$ cat config.mk
export PLATFORM = sky130hd
export DESIGN_NAME = pipeline_stall_controller
export DESIGN_NICKNAME = d
export VERILOG_FILES = /design/src/rtl/pipeline_stall_controller.sv
export SDC_FILE = /design/constraint.sdc
export NUM_CORES = 1
export LEC_CHECK = 0
export BUFFER_PORTS_ARGS = -buffer_cell sky130_fd_sc_hd__clkbuf_2
export CORE_ASPECT_RATIO = 1.5
export CORE_MARGIN = 1
export CORE_UTILIZATION = 42
export DETAILED_ROUTE_END_ITERATION = 12
export PLACE_DENSITY = 0.71
export SYNTH_ARGS = -nofsm -noshare
export SYNTH_HDL_FRONTEND = slang
export SYNTH_SLANG_ARGS = --single-unit
$ cat constraint.sdc
create_clock -name clk -period 3.2 [get_ports clk]
set_input_delay 0.16 -clock clk [delete_from_list [all_inputs] [get_ports clk]]
set_output_delay 0.16 -clock clk [all_outputs]
set_load 0.03 [all_outputs]
$ cat src/rtl/pipeline_stall_controller.sv
// ---------------------------------------------------------------------------
// pipeline_stall_controller
//
// Purpose:
//   Central stall/flush arbiter for a five-stage in-order pipeline. Each
//   cycle it picks one action (MEM_WAIT > FLUSH > HAZ > RUN) from the
//   hazard, branch and memory-handshake inputs. It drives the pipeline
//   freeze/bubble/flush controls combinationally from that action. It also
//   keeps saturating statistics counters and a sticky deadlock flag for
//   hazard stalls that persist too long.
//
// Parameters:
//   CNT_W          width of each statistics counter
//   MAX_HAZ_STALL  consecutive hazard-stall cycles that trip deadlock_err
//
// Ports:
//   clk              single clock, all state updates on rising edge
//   rst              synchronous, active-low reset
//   hazard_detected  data hazard flag from the hazard detection unit
//   branch_taken     taken branch resolved in EXE (may be a 1-cycle pulse)
//   mem_req          MEM stage has an access in progress
//   mem_ready        memory completes the access this cycle
//   clear_stats      synchronous clear of counters and deadlock_err
//   freeze_if/id/exe/mem  hold PC / IF-ID / ID-EXE / EXE-MEM registers
//   bubble_id_exe    load a NOP into the ID-EXE register
//   flush_if_id/flush_id_exe  clear the named pipeline register
//   state            action taken in the previous cycle (0 RUN, 1 HAZ,
//                    2 MEM_WAIT, 3 FLUSH)
//   haz_cnt/mem_cnt/flush_cnt  saturating per-action cycle counters
//   deadlock_err     sticky flag for an excessive consecutive hazard stall
// ---------------------------------------------------------------------------
module pipeline_stall_controller #(
    parameter int CNT_W         = 16,
    parameter int MAX_HAZ_STALL = 4
) (
    input  logic             clk,
    input  logic             rst,
    input  logic             hazard_detected,
    input  logic             branch_taken,
    input  logic             mem_req,
    input  logic             mem_ready,
    input  logic             clear_stats,
    output logic             freeze_if,
    output logic             freeze_id,
    output logic             freeze_exe,
    output logic             freeze_mem,
    output logic             bubble_id_exe,
    output logic             flush_if_id,
    output logic             flush_id_exe,
    output logic [1:0]       state,
    output logic [CNT_W-1:0] haz_cnt,
    output logic [CNT_W-1:0] mem_cnt,
    output logic [CNT_W-1:0] flush_cnt,
    output logic             deadlock_err
);

    typedef enum logic [1:0] {
        ST_RUN      = 2'd0,
        ST_HAZ      = 2'd1,
        ST_MEM_WAIT = 2'd2,
        ST_FLUSH    = 2'd3
    } action_t;

    // The consecutive-hazard counter only has to count up to MAX_HAZ_STALL,
    // where it saturates.
    localparam int CONSEC_W_RAW = $clog2(MAX_HAZ_STALL + 1);
    localparam int CONSEC_W     = (CONSEC_W_RAW < 1) ? 1 : CONSEC_W_RAW;
    localparam logic [CONSEC_W-1:0] CONSEC_MAX  = CONSEC_W'(MAX_HAZ_STALL);
    localparam logic [CONSEC_W-1:0] CONSEC_TRIP = CONSEC_W'(MAX_HAZ_STALL - 1);
    localparam logic [CNT_W-1:0]    CNT_SAT     = '1;

    action_t             cur_action;
    action_t             state_q;
    logic                mem_stall;
    logic                pending_branch;
    logic [CONSEC_W-1:0] consec_cnt;
    logic [CNT_W-1:0]    haz_cnt_q;
    logic [CNT_W-1:0]    mem_cnt_q;
    logic [CNT_W-1:0]    flush_cnt_q;
    logic                deadlock_q;
    logic                trip_now;

    assign mem_stall = mem_req & ~mem_ready;

    // Action select and control decode. A branch seen during a memory wait
    // is remembered in pending_branch, so FLUSH still fires once the wait
    // ends even if branch_taken was only a pulse.
    always_comb begin
        cur_action    = ST_RUN;
        freeze_if     = 1'b0;
        freeze_id     = 1'b0;
        freeze_exe    = 1'b0;
        freeze_mem    = 1'b0;
        bubble_id_exe = 1'b0;
        flush_if_id   = 1'b0;
        flush_id_exe  = 1'b0;
        if (mem_stall) begin
            cur_action = ST_MEM_WAIT;
            freeze_if  = 1'b1;
            freeze_id  = 1'b1;
            freeze_exe = 1'b1;
            freeze_mem = 1'b1;
        end else if (branch_taken || pending_branch) begin
            cur_action   = ST_FLUSH;
            flush_if_id  = 1'b1;
            flush_id_exe = 1'b1;
        end else if (hazard_detected) begin
            cur_action    = ST_HAZ;
            freeze_if     = 1'b1;
            freeze_id     = 1'b1;
            bubble_id_exe = 1'b1;
        end
    end

    // The deadlock flag is raised on the edge where the consecutive counter
    // steps up to MAX_HAZ_STALL.
    assign trip_now = (cur_action == ST_HAZ) && (consec_cnt == CONSEC_TRIP);

    // Action history, pending branch and consecutive-hazard tracking. These
    // are not touched by clear_stats; only reset abandons them.
    always_ff @(posedge clk) begin
        if (!rst) begin
            state_q        <= ST_RUN;
            pending_branch <= 1'b0;
            consec_cnt     <= '0;
        end else begin
            state_q <= cur_action;
            if (cur_action == ST_FLUSH) begin
                pending_branch <= 1'b0;
            end else if (branch_taken && mem_stall) begin
                pending_branch <= 1'b1;
            end
            case (cur_action)
                ST_HAZ: begin
                    if (consec_cnt != CONSEC_MAX) begin
                        consec_cnt <= consec_cnt + CONSEC_W'(1);
                    end
                end
                ST_MEM_WAIT: consec_cnt <= consec_cnt;
                default:     consec_cnt <= '0;
            endcase
        end
    end

    // Statistics counters and the sticky deadlock flag. clear_stats wins over
    // any increment or trip in the same cycle.
    always_ff @(posedge clk) begin
        if (!rst || clear_stats) begin
            haz_cnt_q   <= '0;
            mem_cnt_q   <= '0;
            flush_cnt_q <= '0;
            deadlock_q  <= 1'b0;
        end else begin
            if (cur_action == ST_HAZ && haz_cnt_q != CNT_SAT) begin
                haz_cnt_q <= haz_cnt_q + CNT_W'(1);
            end
            if (cur_action == ST_MEM_WAIT && mem_cnt_q != CNT_SAT) begin
                mem_cnt_q <= mem_cnt_q + CNT_W'(1);
            end
            if (cur_action == ST_FLUSH && flush_cnt_q != CNT_SAT) begin
                flush_cnt_q <= flush_cnt_q + CNT_W'(1);
            end
            if (trip_now) begin
                deadlock_q <= 1'b1;
            end
        end
    end

    assign state        = state_q;
    assign haz_cnt      = haz_cnt_q;
    assign mem_cnt      = mem_cnt_q;
    assign flush_cnt    = flush_cnt_q;
    assign deadlock_err = deadlock_q;

endmodule

==> metrics <==
number of distinct library cell variants in the gate-level netlist after synthesis 50; clock latency on the worst-skew pair 310 ps; instance count of the mapped netlist 334; IO Pins 65; top-count cell post-synth dfxtp_1; max cap viols 0; category of the most critical setup path reg2reg; final core occ 50.90%; EDFF count, synth 0; Routed WL per cell 14.68 um; end point of the worst hold path state[0]; R2R Path End flush_cnt[14]; Worst Max-Slew Pin Slew 888.1 ps; worst path required time 3430 ps; final critical-path required period 2056 ps; root buffer cell clkbuf_8; share of post-route cells with drive strength above 1 21.88%; CTS sink count 55; RSZ-0062 raised after global routing false; synthesis-stage register bit count 55; remaining max-slew budget at the tightest pin 40.25%; Placement Rows 36; kind of end point of the critical path register; clock input transition at the sequential cells of the worst setup and hold paths 100 ps; fraction of synthesized cell area taken by the top area cell type 38.60%; combined area of the multi-input logic cells 1635 um2; achievable frequency 0.4863 GHz; worst vdd rail ir drop 213.9 uV; Post-synth ARST share 0%; Fill cells 660; Die Span X 69.29 um; ratio of total power to cell area 368.4 nW/um2; global-route wire length before repair 11.88 mm; number of cells upsized or downsized after cts 0; global-route usage over all layers 20.42%; clock tree from TritonCTS built; cell area reported after detailed placement 3222 um2; Final setup viols 0; antenna viol nets, final 0; commonest cells in the synthesized netlist 55 x dfxtp_1, 33 x a21oi_1, 30 x nand2_1; Pre-Repair DR Iteration Count 4; arrival time at the worst endpoint 2290 ps; FF-to-FF setup slack 1140 ps; y dimension of the die 102.9 um; area added between synthesis and finish 16.54%; Fin Setup TNS 0 ps; Buffers on Ports 64; Worst setup SP type register; post-synthesis net count 347; core area 6531 um2; largest fanout of any net on the critical path 8; worst setup slack after layout 1144 ps; detailed-route vias per instance 6.128; sequential-to-total area share from yosys stat 38.60%; cells taking the most area after synthesis dfxtp_1 39%, a21oi_1 5.8%, or4_1 4.7%; routed vias 2874; first-iteration detailed-routing DRC count 88; most used flip-flop cell after synthesis dfxtp_1; result of the run finished, final reports clean; Ant. Diodes 0; hold violation count in the final report 0; post-route cell area 3324 um2; synth warn 0; via count of the first global-routing pass 2603; # nets final 406; critical register-to-register path startpoint flush_cnt[0]; CTS HTree Levels 2; worst hold slack 114.0 ps; clock skew after layout 6.702 ps; average cell area after synthesis 8.541 um2; starting density of the core 43.68%; final weighted congestion in routability-driven placement 0.9137; Die Outline Area 7132 um2; maximum clock insertion buffer count 2; Remaining Overflow, GRT 0; number of remaining DRC errors 0; path category of the worst min-delay check in2reg; detailed-placement wirelength estimate 5.112 mm; initial antenna violation count 0; final slew viol count 0; flip-flop and latch area 1101 um2; Lkg Pwr 1.156 nW; final critical-path share of the clock period 64.26%; post-placement setup slack 1195 ps; total clock buffers created by CTS 5; Cells on Worst Hold Path 2; start point of the worst hold path hazard_detected; number of buffers inserted by hold repair at cts 0; number of setup buffers added after CTS 0; WL final 6.887 mm; pin count of the biggest net entering global routing 21; library cell occupying the most area in the post-synthesis netlist dfxtp_1; worst r2r path cells 5; cell area after synthesis 2853 um2
power by group:
group          internal (mW)  switching (mW)  total, mW
clock network          0.230           0.222      0.452
registers              0.688         0.00369      0.692
logic                 0.0231          0.0580     0.0811
metal layers:
layer	vias to the layer above	GRT usage [%]	routed length, um
met3	12	4.008	324
met5	-	0	0
met1	1373	23.23	2869
met4	0	8.006	124
met2	77	37.57	3569
li1	1412	-	-
placed cells by master (no fill, tap or decap), types with 11 or more instances in the layout:
| master | count |
|---|---|
| clkbuf_2 | 64 |
| dfxtp_1 | 55 |
| a21oi_1 | 33 |
| nand2_1 | 30 |
| or4_1 | 18 |
| nand4_1 | 16 |
| o31ai_1 | 14 |
| nand3_1 | 13 |
| o21ai_0 | 13 |
| or3_1 | 12 |
| inv_1 | 11 |
worst max-delay path by stage:
| stage | start | endpoint | slack, ps | cells past startpoint |
|---|---|---|---|---|
| 2_1_floorplan | flush_cnt[0] | flush_cnt[14] | 1130 | 6 |
| 3_3_place_gp | haz_cnt[0] | haz_cnt[12] | 1250 | 5 |
| 3_5_place_dp | flush_cnt[1] | flush_cnt[14] | 1190 | 5 |
| 4_1_cts | flush_cnt[1] | flush_cnt[14] | 1160 | 5 |
| 5_1_grt | haz_cnt[8] | haz_cnt[15] | 830 | 4 |
| 6_report | flush_cnt[0] | flush_cnt[14] | 1140 | 5 |
worst max-delay path: stages (launching register included):
cell	delay [ps]
dfxtp_1	420
ha_1	210
nand3_1	160
or4_1	580
or4_1	460
a21oi_1	140
sequential cells by signal (all words and copies together), names as in the netlist:
signal and cells:
mem_cnt 16, state 2, flush_cnt 16, consec_cnt 3
haz_cnt 16, pending_branch 1, deadlock_err 1
area by class of cell:
cell class	count	area share [%]
multi-input cells	252	49.19
flip-flops and latches	55	33.12
repair buffers	67	10.31
well taps	76	2.860
clock buffers	6	2.183
inverters	12	1.430
clock inverters	1	0.9033
kinds of logic (layout without fill, tap and decap cells):
logic type	after synthesis	in the layout	share of synthesized area, %
adders and majority gates	6	6	2.632
buffers and inverters	27	86	4.079
AOI/OAI and AO/OA	89	89	20.57
DFF	55	55	38.60
muxes	8	8	2.807
and+or+nand+nor	149	149	31.32
through the flow:
stage | cells | total power [mW]
2_1_floorplan | 334 | 0.7671
3_3_place_gp | 462 | 0.7891
3_5_place_dp | 462 | 0.7899
4_1_cts | 469 | 1.245
5_1_grt | 469 | 1.281
6_report | 469 | 1.225
(Power assumes the default switching activity.)
